$ cat config.mk
export PLATFORM = sky130hd
export DESIGN_NAME = regex_stream_controller
export DESIGN_NICKNAME = d
export VERILOG_FILES = /design/src/rtl/regex_stream_controller.sv
export SDC_FILE = /design/constraint.sdc
export NUM_CORES = 1
export LEC_CHECK = 0
export BUFFER_PORTS_ARGS = -buffer_cell sky130_fd_sc_hd__buf_2
export CAP_MARGIN = 10
export CORE_MARGIN = 2
export CORE_UTILIZATION = 51
export DETAILED_ROUTE_END_ITERATION = 10
export PLACE_DENSITY = 0.77
export SLEW_MARGIN = 40
export SYNTH_ARGS = -nofsm -noshare
export SYNTH_HDL_FRONTEND = slang
export SYNTH_SLANG_ARGS = --single-unit
$ cat constraint.sdc
create_clock -name clock -period 1.79 [get_ports clock]
set_clock_uncertainty 0.15 [all_clocks]
set_input_delay 0.0895 -clock clock [delete_from_list [all_inputs] [get_ports clock]]
set_output_delay 0.0895 -clock clock [all_outputs]
set_load 0.02 [all_outputs]
$ cat src/rtl/regex_stream_controller.sv
// rtl/regex_stream_controller.sv - byte-stream front end for a replicated-word regex engine
//
// Purpose: packs incoming message bytes into R-byte engine words, strobes them
// into the engine, collects the engine's delayed match output per message and
// reports one result (match flag + byte count) per message.
//
// Ports:
//   clock, reset           single clock, asynchronous active-low reset
//   in_valid/in_ready      byte stream handshake; in_data byte, in_last ends message
//   rx_enable/rx_data      engine word strobe and packed word (lane k = bits [8k+7:8k])
//   rx_restart             one-cycle engine state clear between messages
//   rx_match               engine match, valid ENGINE_LATENCY cycles after rx_enable
//   res_valid/res_ready    result handshake; res_match, res_count result payload
module regex_stream_controller #(
  parameter int unsigned REPLICATION_FACTOR = 3,
  parameter int unsigned ENGINE_LATENCY     = 2,
  parameter logic [7:0]  PAD_BYTE           = 8'h00
) (
  input  logic                            clock,
  input  logic                            reset,
  input  logic                            in_valid,
  output logic                            in_ready,
  input  logic [7:0]                      in_data,
  input  logic                            in_last,
  output logic                            rx_enable,
  output logic [8*REPLICATION_FACTOR-1:0] rx_data,
  output logic                            rx_restart,
  input  logic                            rx_match,
  output logic                            res_valid,
  input  logic                            res_ready,
  output logic                            res_match,
  output logic [15:0]                     res_count
);

  localparam int unsigned R  = REPLICATION_FACTOR;
  localparam int unsigned L  = ENGINE_LATENCY;
  localparam int unsigned KW = (R > 1) ? $clog2(R) : 1;
  localparam int unsigned PW = (L > 0) ? L : 1;

  typedef enum logic [2:0] {
    S_FILL,
    S_ISSUE,
    S_DRAIN,
    S_REPORT,
    S_RESTART
  } state_t;

  state_t          state_q, state_d;
  logic [KW-1:0]   k_q, k_d;
  logic [8*R-1:0]  word_q, word_d;
  logic [8*R-1:0]  rx_data_q, rx_data_d;
  logic            last_q, last_d;
  logic [15:0]     cnt_q, cnt_d;
  logic            sticky_q, sticky_d;
  logic            rdy_q;
  logic [PW-1:0]   pipe_q, pipe_d;

  logic [8*R-1:0]  pack;
  logic [L:0]      vld;
  logic            accept;
  logic            sample;
  logic            pending;

  assign in_ready  = rdy_q;
  assign rx_data   = rx_data_q;
  assign res_match = sticky_q;
  assign res_count = cnt_q;
  assign accept    = in_valid && rdy_q;

  // Word as it looks once the current byte lands in lane k. On the final byte
  // of a message every lane above it is forced to the pad value so the engine
  // never sees leftovers from an earlier word.
  always_comb begin
    pack = word_q;
    for (int j = 0; j < int'(R); j++) begin
      if (KW'(j) == k_q) begin
        pack[8*j +: 8] = in_data;
      end else if ((KW'(j) > k_q) && in_last) begin
        pack[8*j +: 8] = PAD_BYTE;
      end
    end
  end

  // vld[i] is 1 when a word issued i cycles ago is in flight; vld[L] marks the
  // cycle whose rx_match belongs to that word (the issue cycle itself if L = 0).
  always_comb begin
    vld    = '0;
    vld[0] = rx_enable;
    for (int i = 1; i <= int'(L); i++) begin
      vld[i] = pipe_q[i-1];
    end
  end

  always_comb begin
    pipe_d    = '0;
    pipe_d[0] = rx_enable;
    for (int i = 1; i < int'(PW); i++) begin
      pipe_d[i] = pipe_q[i-1];
    end
  end

  assign sample = vld[L];

  // Words still in flight that have not yet reached their sample cycle.
  always_comb begin
    pending = 1'b0;
    for (int i = 0; i < int'(L); i++) begin
      pending = pending | vld[i];
    end
  end

  always_comb begin
    state_d    = state_q;
    k_d        = k_q;
    word_d     = word_q;
    rx_data_d  = rx_data_q;
    last_d     = last_q;
    cnt_d      = cnt_q;
    sticky_d   = sticky_q | (sample & rx_match);
    rx_enable  = 1'b0;
    rx_restart = 1'b0;
    res_valid  = 1'b0;

    case (state_q)
      S_FILL: begin
        if (accept) begin
          word_d = pack;
          cnt_d  = (cnt_q != 16'hFFFF) ? cnt_q + 16'd1 : cnt_q;
          if ((k_q == KW'(R - 1)) || in_last) begin
            rx_data_d = pack;
            last_d    = in_last;
            k_d       = '0;
            state_d   = S_ISSUE;
          end else begin
            k_d = k_q + KW'(1);
          end
        end
      end
      S_ISSUE: begin
        rx_enable = 1'b1;
        if (last_q) begin
          // With no engine latency the sample happens here, so skip DRAIN to
          // keep the result at a fixed offset from the last byte.
          state_d = (L == 0) ? S_REPORT : S_DRAIN;
        end else begin
          state_d = S_FILL;
        end
      end
      S_DRAIN: begin
        if (!pending) begin
          state_d = S_REPORT;
        end
      end
      S_REPORT: begin
        res_valid = 1'b1;
        if (res_ready) begin
          state_d = S_RESTART;
        end
      end
      S_RESTART: begin
        rx_restart = 1'b1;
        sticky_d   = 1'b0;
        cnt_d      = '0;
        k_d        = '0;
        last_d     = 1'b0;
        state_d    = S_FILL;
      end
      default: begin
        state_d = S_FILL;
      end
    endcase
  end

  always_ff @(posedge clock or negedge reset) begin
    if (!reset) begin
      state_q   <= S_FILL;
      k_q       <= '0;
      word_q    <= '0;
      rx_data_q <= '0;
      last_q    <= 1'b0;
      cnt_q     <= '0;
      sticky_q  <= 1'b0;
      rdy_q     <= 1'b0;
      pipe_q    <= '0;
    end else begin
      state_q   <= state_d;
      k_q       <= k_d;
      word_q    <= word_d;
      rx_data_q <= rx_data_d;
      last_q    <= last_d;
      cnt_q     <= cnt_d;
      sticky_q  <= sticky_d;
      // Registered ready keeps in_ready low throughout reset and raises it on
      // the first edge after release.
      rdy_q     <= (state_d == S_FILL);
      pipe_q    <= pipe_d;
    end
  end

endmodule
# Word-level counts from Yosys, hierarchy flattened
# Cells that the tools add are included.
word_totals:
  regBits: 74
  in_bits: 14
  output_inout_bits: 45
classes:
  n_mux: 25
  bitwise_logic: 3
  n_reduce_logical: 14
  addsub: 2
  order_cmp: 3
  n_eq_ne: 11
op_table:
  columns: ["operator", "n"]
  rows:
  - ["8-bit 2-to-1 mux", 6]
  - ["16-bit 2-to-1 mux", 2]
  - ["16-bit case mux with 2 select lines", 1]
  - ["16-bit by 1-bit adder with 16-bit output, second input constant", 1]
  - ["16-bit inequality test, second input constant", 1]
  - ["3-bit 2-to-1 mux", 4]
  - ["3-bit case mux with 4 select lines", 1]
  - ["3-bit AND reduction", 3]
  - ["3-bit by 2-bit equality test with 1-bit output, second input constant", 2]
  - ["3-bit zero test", 2]
  - ["1-bit 2-to-1 mux", 6]
  - ["2-bit 2-to-1 mux", 3]
  - ["2-bit inequality test, second input constant", 3]
  - ["1-bit by 2-bit > comparator with 1-bit output, first input constant", 2]
  - ["1-bit logical AND", 4]
  - ["2-bit case mux with 2 select lines", 1]
  - ["2-bit AND reduction", 2]
  - ["3-bit by 1-bit equality test with 1-bit output, second input constant", 1]
  - ["3-bit equality test, second input constant", 1]
  - ["2-bit by 1-bit adder with 2-bit output, second input constant", 1]
  - ["1-bit by 2-bit equality test with 1-bit output, first input constant", 1]
  - ["2-bit equality test, first input constant", 1]
  - ["2-bit equality test, second input constant", 1]
  - ["2-bit > comparator, first input constant", 1]
  - ["6 further kinds", 7]

# Logic depth before layout (Yosys ltp)
# Gate-level depths: netlist of the first run.
depth:
  depth_word: 6
  ltp_mapped: 7

# Worst setup path before layout of the first run
# Ideal clock, no wire load.
synth_timing:
  kind: "register -> register"
  startpoint: "register cnt_q[0] (netlist: res_count[0])"
  endpoint: "register cnt_q[3] (netlist: res_count[3])"
  required_ps: 1514
  stages_incl_launch_ff: 7
  setup_ps: 126
  path_slack_ps: -329
  t_arrival_ps: 1843
  n_path_buf: 1
  cell_sequence: "dfrtp_1 > ha_1 > nand4_2 > nor4_4 > buf_6 > a21oi_2 > a221o_1"
synth_between:
  elab_chain_len: 4
synth_rtl:
  columns: ["element", "line_no", "text"]
  rows:
  - ["from (decl)", "53", "logic [15:0] cnt_q, cnt_d;"]
  - ["from (signal assigned)", "191", "cnt_q <= cnt_d;"]
  - ["16-bit by 1-bit adder with 16-bit output", "128", "cnt_d = (cnt_q != 16'hFFFF) ? cnt_q + 16'd1 : cnt_q;"]
  - ["16-bit 2-to-1 mux", "128", null]
  - ["16-bit 2-to-1 mux", "126", "if (accept) begin"]
  - ["16-bit case mux with 2 select lines", "124", "case (state_q)"]
# Parallel ways exist; a longest one is shown, timed or not. The select of a mux whose other input is x is not followed.
# A chain may end at the register's enable or synchronous reset.

# Worst setup path in the final report of the first run
layout_timing:
  startpoint: "register cnt_q[0] (netlist: res_count[0])"
  endpoint: "register cnt_q[5] (netlist: res_count[5])"
# The elaborated chain is that of the path after synthesis.

==> results of run 1 <==
layer usage:
metal,GRT usage,share of wire,vias to the layer above
met1,0.334,0.41,1556
li1,-,-,1432
met2,0.417,0.52,108
met5,0,0,-
met3,0.0588,0.056,15
met4,0.0713,0.015,0
logic make-up (layout without fill, tap and decap cells):
| kind of cell | count (synthesis) | after routing |
|---|---|---|
| adders and majority gates | 5 | 5 |
| AOI/OAI and AO/OA | 90 | 90 |
| and+or+nand+nor | 88 | 88 |
| buffers and inverters | 25 | 149 |
| muxes | 33 | 33 |
| DFF | 74 | 74 |
Yosys cell counts, drive strengths merged (2+ instances only):
library cell	count
dfrtp	74
nor2	36
a21oi	24
a32o	17
mux2	17
mux2i	16
buf	15
nand2	13
o21ai	9
a22oi	8
nand3	8
nand4	6
a211oi	5
clkbuf	5
ha	5
inv	5
nor3	5
nor4	5
a2111oi	4
a31oi	4
a221o	3
and3	3
nor3b	3
o22a	3
a211o	2
a21boi	2
a22o	2
a2bb2oi	2
and2	2
nand2b	2
or3	2
final cells by class:
cell class	instances	area, um2	area share
Tap cell	80	100	0.0204
Sequential cell	74	1870	0.382
Multi-Input combinational cell	216	1750	0.357
Clock inverter	6	65.1	0.0133
Timing Repair Buffer	128	958	0.196
Inverter	5	18.8	0.00383
Clock buffer	10	138	0.0281
power by group:
group	internal, W	switching [W]
Clock	0.000683	0.000641
Sequential	0.00233	0.000404
Combinational	0.00170	0.00199
flip-flops by register name (all words and copies together) (netlist names):
signal / cells
in_ready: 1
res_count: 16
rx_data: 24
res_match: 1
state_q: 3
word_q: 24
k_q: 2
last_q: 1
pipe_q: 2
stage by stage:
stage	worst slack [ps]	util	instance area (um2)	hold slack, ps	total power [W]
2_1_floorplan	-134	-	3660	-356	0.00495
3_3_place_gp	-10.6	0.644	4350	2.39	0.00599
3_5_place_dp	-73.1	0.644	4350	3.22	0.00614
4_1_cts	-51.4	0.710	4800	37.5	0.00765
5_1_grt	-75.2	0.724	4890	74.4	0.00824
6_report	-9.96	0.724	4890	72.9	0.00774
worst register-to-register path, cell delays in order, from the launching register on:
cell and delay, ps:
dfrtp_2 430, ha_4 180, nand4_4 80, nor4_4 70, buf_4 140, a31o_4 280, a221o_1 370
final timing paths:
kind / start / endpoint / slack, ps / cells after the start
setup / recovery: res_count[0]$_DFFE_PN0P_ / res_count[5]$_DFFE_PN0P_ / -10 / 6
hold / removal: in_valid / res_count[7]$_DFFE_PN0P_ / 70 / 4
setup reg to reg: res_count[0]$_DFFE_PN0P_ / res_count[5]$_DFFE_PN0P_ / -10 / 6
hold reg to reg: pipe_q[0]$_DFF_PN0_ / pipe_q[1]$_DFF_PN0_ / 250 / 0
max in group asynchronous: reset / res_count[1]$_DFFE_PN0P_ / 1000 / 3
min in group asynchronous: reset / rx_data[20]$_DFFE_PN0P_ / 130 / 3
repair_timing:
action,4_1_cts,5_1_grt
pin swaps,3,9
setup buffers,2,3
endpoints found under the setup margin,34,46
gates cloned,2,1
endpoints found under the hold margin,111,0
hold buffers,12,0
gates resized for setup,14,17
==> impl_metrics.py, run 1 <==
metrics = {
    "logic_synthesis": {
        "synth-async-reset-ratio": 1.00,
        "yosysSeqAreaShare": 0.521,
        "synth_edf_count": 0,
        "synth.area.top_cells": "dfrtp_1, a32o_1, mux2_2",
        "synth_warnings": 0,
        "synth.distinct_cells": 53,
        "syn_inst": 315,
        "synthAdderAreaFrac": 0.0176,
        "ys_ff_latch": 74,
        "synth_nets": 334,
        "synth.mux.area_fraction": 0.0989,
        "postSynthAreaPerCell_um2": 11.3,
        "synth_area_mm2": 0.00355,
        "synth.top_cell.area_share": 0.521,
        "synth-main-ff-cell": "dfrtp_1",
        "synth_top_family_by_area": "compound AO/OA/AOI/OAI gates",
        "synth-compound-area-share": 0.188,
        "synth-simple-area-share": 0.136,
        "yosysTopAreaCell": "dfrtp_1",
        "synth_xor_area_frac": 0,
    },
    "sta": {
        "hold_violations": 0,
        "tightest_slew_ps": 477,
        "setup_violations": 6,
        "period_minus_slack_ps": 1800,
        "rsz0062_at_grt": "yes",
        "final_max_slew_viol_count": 0,
        "post-route-period-util": 1.01,
        "fmax_mhz": 556,
        "max_slew_margin": 0.682,
        "fin_ws_ps": -9.96,
        "setup_tns_ps": -30.1,
    },
    "cts": {
        "cts_sinks": 74,
        "clock_latency_ps": 360,
        "cts_tree": "built",
        "clk_path_buf_depth": 2,
        "cts-buffers-inserted": 9,
        "htree_levels": 3,
        "clkSlewWorstSetupHoldPaths_ps": 80,
        "cts.root.buffer_cell": "clkbuf_8",
    },
    "placement": {
        "post-dp-hpwl_um": 6080,
        "numPortBuffers": 58,
        "dp.cells": 484,
        "gp_routability_congestion": 0.925,
    },
    "power": {
        "vdd.ir_drop.worst_uv": 638,
        "p_leak_nw": 2.25,
        "power_density_mw_per_mm2": 1580,
    },
    "floorplan": {
        "std_cell_rows": 30,
        "core_mm2": 0.00676,
        "dieArea_mm2": 0.00765,
        "start_util": 0.526,
        "io-pin-count": 59,
        "die_h_um": 87.5,
        "dieWidth_um": 87.5,
    },
    "status": {
        "status": "finished with violations",
        "failed_checks": "negative setup slack",
    },
    "global_route": {
        "grt_pass1_wl_um": 14700,
        "gr-usage-all-layers": 0.253,
        "grt_overflow": 0,
        "grt_pass1_vias": 2942,
        "antenna_found_initial": 0,
        "grt_start_max_net_pins": 75,
    },
    "finish": {
        "nets": 453,
        "final_common_cell": "dfrtp_1",
        "nFillCells": 477,
        "area_growth_pct": 37.7,
        "drive_gt1_frac": 0.433,
        "diodes": 0,
        "most-common-layout-cells": "dfrtp_1, buf_2, buf_4",
        "fin_cells": 519,
    },
    "worst_setup_path": {
        "crit_chain": "ha_4 -> nand4_4 -> nor4_4 -> buf_4 -> a31o_4 -> a221o_1",
        "critPathLaunchType": "register",
        "cp_num_buf_inv": 1,
        "cp.required_ps": 1880,
        "worst_ep_arrival_time_ps": 1890,
        "critPathTopFamily": "compound AO/OA/AOI/OAI gates",
        "critPathMaxStageDelay_ps": 430,
        "cp_slowest_cell": "dfrtp_2",
        "path_max_fanout": 10,
        "worstSetupEndpointType": "register",
        "path_class": "register to register",
    },
    "detailed_routing": {
        "vias": 3111,
        "firstDrtPassIters": 5,
        "drt_wl_total_um": 9540,
        "viasPerCell": 5.99,
        "drc": 0,
        "post_drt_wl_per_cell_um": 18.4,
        "ant_nets": 0,
        "dr.first_iter.drc_count": 238,
    },
    "hold_path": {
        "hp-class": "input port to register",
    },
    "run": {
        "maxCapViolCount": 0,
    },
}
(Power assumes the default switching activity.)
==> run 2, diff against run 1 <==
--- a/config.mk
+++ b/config.mk
@@ -11,6 +11,7 @@
 export CORE_UTILIZATION = 51
 export DETAILED_ROUTE_END_ITERATION = 10
 export PLACE_DENSITY = 0.77
+export SETUP_SLACK_MARGIN = 0.4
 export SLEW_MARGIN = 40
 export SYNTH_ARGS = -nofsm -noshare
 export SYNTH_HDL_FRONTEND = slang
==> impl_metrics.py, run 2 (same netlist as run 1, synthesis figures left out) <==
metrics = {
    "status": {
        "status": "finished with violations",
        "failed_checks": "negative setup slack",
    },
    "power": {
        "p_leak_nw": 2.51,
        "vdd.ir_drop.worst_uv": 774,
        "power_density_mw_per_mm2": 1650,
    },
    "finish": {
        "nets": 477,
        "final_util": 0.825,
        "drive_gt1_frac": 0.579,
        "diodes": 0,
        "fin_cells": 543,
        "area_growth_pct": 56.7,
        "final_common_cell": "dfrtp_1",
        "fin_area_mm2": 0.00557,
        "most-common-layout-cells": "dfrtp_1, buf_2, buf_4",
    },
    "worst_setup_path": {
        "r2r-end": "rx_data[11]$_DFFE_PN0P_",
        "path_class": "register to register",
        "reg2reg_from": "state_q[1]$_DFF_PN0_",
        "path_max_fanout": 8,
        "cp.required_ps": 1930,
        "worst_ep_arrival_time_ps": 2030,
        "reg2reg_depth": 7,
        "critPathLaunchType": "register",
        "worstSetupEndpointType": "register",
        "reg2reg_slack_ps": -110,
    },
    "placement": {
        "dp.cells": 486,
        "gp_routability_congestion": 0.841,
        "numPortBuffers": 58,
        "place_area_mm2": 0.00441,
        "post-dp-hpwl_um": 6020,
    },
    "global_route": {
        "antenna_found_initial": 0,
        "grt_overflow": 0,
        "gr-usage-all-layers": 0.292,
        "grtUsageMet1": 0.379,
        "grt_pass1_wl_um": 16900,
        "grt_start_max_net_pins": 75,
        "busiest_layer": "met2",
        "use_met2": 0.470,
        "grtUsageMet3": 0.0626,
        "grt_pass1_vias": 3317,
    },
    "detailed_routing": {
        "ant_nets": 0,
        "drc": 0,
        "viasPerCell": 6.40,
        "dr.first_iter.drc_count": 250,
        "drt_wl_total_um": 12600,
        "firstDrtPassIters": 5,
        "vias": 3476,
        "post_drt_wl_per_cell_um": 23.2,
    },
    "floorplan": {
        "dieWidth_um": 87.5,
        "std_cell_rows": 30,
        "io-pin-count": 59,
        "start_util": 0.526,
        "core_mm2": 0.00676,
        "die_h_um": 87.5,
        "dieArea_mm2": 0.00765,
    },
    "sta": {
        "hold_ws_ps": 125,
        "tightest_slew_ps": 406,
        "period_minus_slack_ps": 1900,
        "final_max_slew_viol_count": 0,
        "fmax_mhz": 527,
        "setup_violations": 45,
        "hold_violations": 0,
        "fin_ws_ps": -107,
        "post-route-period-util": 1.06,
        "rsz0062_at_grt": "yes",
        "max_slew_margin": 0.729,
    },
    "cts": {
        "cts_tree": "built",
        "clk_path_buf_depth": 2,
        "clkSlewWorstSetupHoldPaths_ps": 100,
        "cts_sinks": 74,
        "cts-buffers-inserted": 9,
        "htree_levels": 3,
        "clock_latency_ps": 360,
        "cts.root.buffer_cell": "clkbuf_8",
    },
    "hold_path": {
        "hp-class": "input port to async pin",
    },
    "run": {
        "maxCapViolCount": 0,
    },
}
[run 2: changes by cell type in the layout (fill, tap and decap cells not counted), sizes merged]
cell	change
clkbuf	+1
a31o	+1
dlygate4sd3	+1
inv	+1
buf	+21
clkinv	-1
[run 2: final cells by class]
| cell class | count | area, um2 |
|---|---|---|
| Clock buffer | 10 | 138 |
| Clock inverter | 6 | 72.6 |
| Fill cell | 334 | 1180 |
| Inverter | 5 | 21.3 |
| Multi-Input combinational cell | 217 | 2080 |
| Sequential cell | 74 | 1870 |
| Tap cell | 80 | 100 |
| Timing Repair Buffer | 151 | 1280 |
[run 2: through the flow]
step / total power [W] / worst slack (ps) / setup TNS (ps)
final: 0.00917 / -107 / -2420
after global routing: 0.00955 / -158 / -5020
after CTS: 0.00823 / -30.2 / -252
after detailed placement: 0.00615 / -59.1 / -494
after global placement: 0.00603 / -10.3 / -70.1
after floorplan: 0.00507 / -134 / -2200
[run 2: power breakdown]
| part | internal (W) | switching, W |
|---|---|---|
| sequential | 0.00233 | 0.000588 |
| combinational | 0.00231 | 0.00252 |
| clock | 0.000697 | 0.000726 |
| total | 0.00533 | 0.00384 |
[run 2: how the worst max path moves through the flow]
stage	startpoint	endpoint	slack, ps
after floorplan	state_q[1]$_DFF_PN0_	rx_data[16]$_DFFE_PN0P_	-130
after global placement	res_count[12]$_DFFE_PN0P_	res_count[3]$_DFFE_PN0P_	-10
after detailed placement	state_q[1]$_DFF_PN0_	word_q[11]$_DFFE_PN0P_	-60
after CTS	res_count[0]$_DFFE_PN0P_	res_count[3]$_DFFE_PN0P_	-30
after global routing	k_q[0]$_DFFE_PN0P_	rx_data[11]$_DFFE_PN0P_	-160
final	state_q[1]$_DFF_PN0_	rx_data[11]$_DFFE_PN0P_	-110
[run 2: critical path: stages (launching register included)]
cell and delay, ps:
dfrtp_1 420, or3_4 430, nor3_4 180, buf_6 140
buf_12 150, clkbuf_16 190, nor2_4 30, a21oi_2 130
[run 2: layer usage]
| layer | vias to the layer above | share of wire |
|---|---|---|
| met4 | 0 | 0.040 |
| met2 | 163 | 0.50 |
| met1 | 1773 | 0.40 |
| met5 | - | 0 |
| li1 | 1483 | - |
| met3 | 57 | 0.057 |
[run 2: timing repair]
item | CTS | global route
endpoints found under the hold margin | 112 | 0
gates resized for setup | 84 | 59
pin swaps | 21 | 26
gates cloned | 2 | 3
hold buffers | 13 | 0
setup endpoints to repair | 74 | 76
setup buffers | 13 | 10
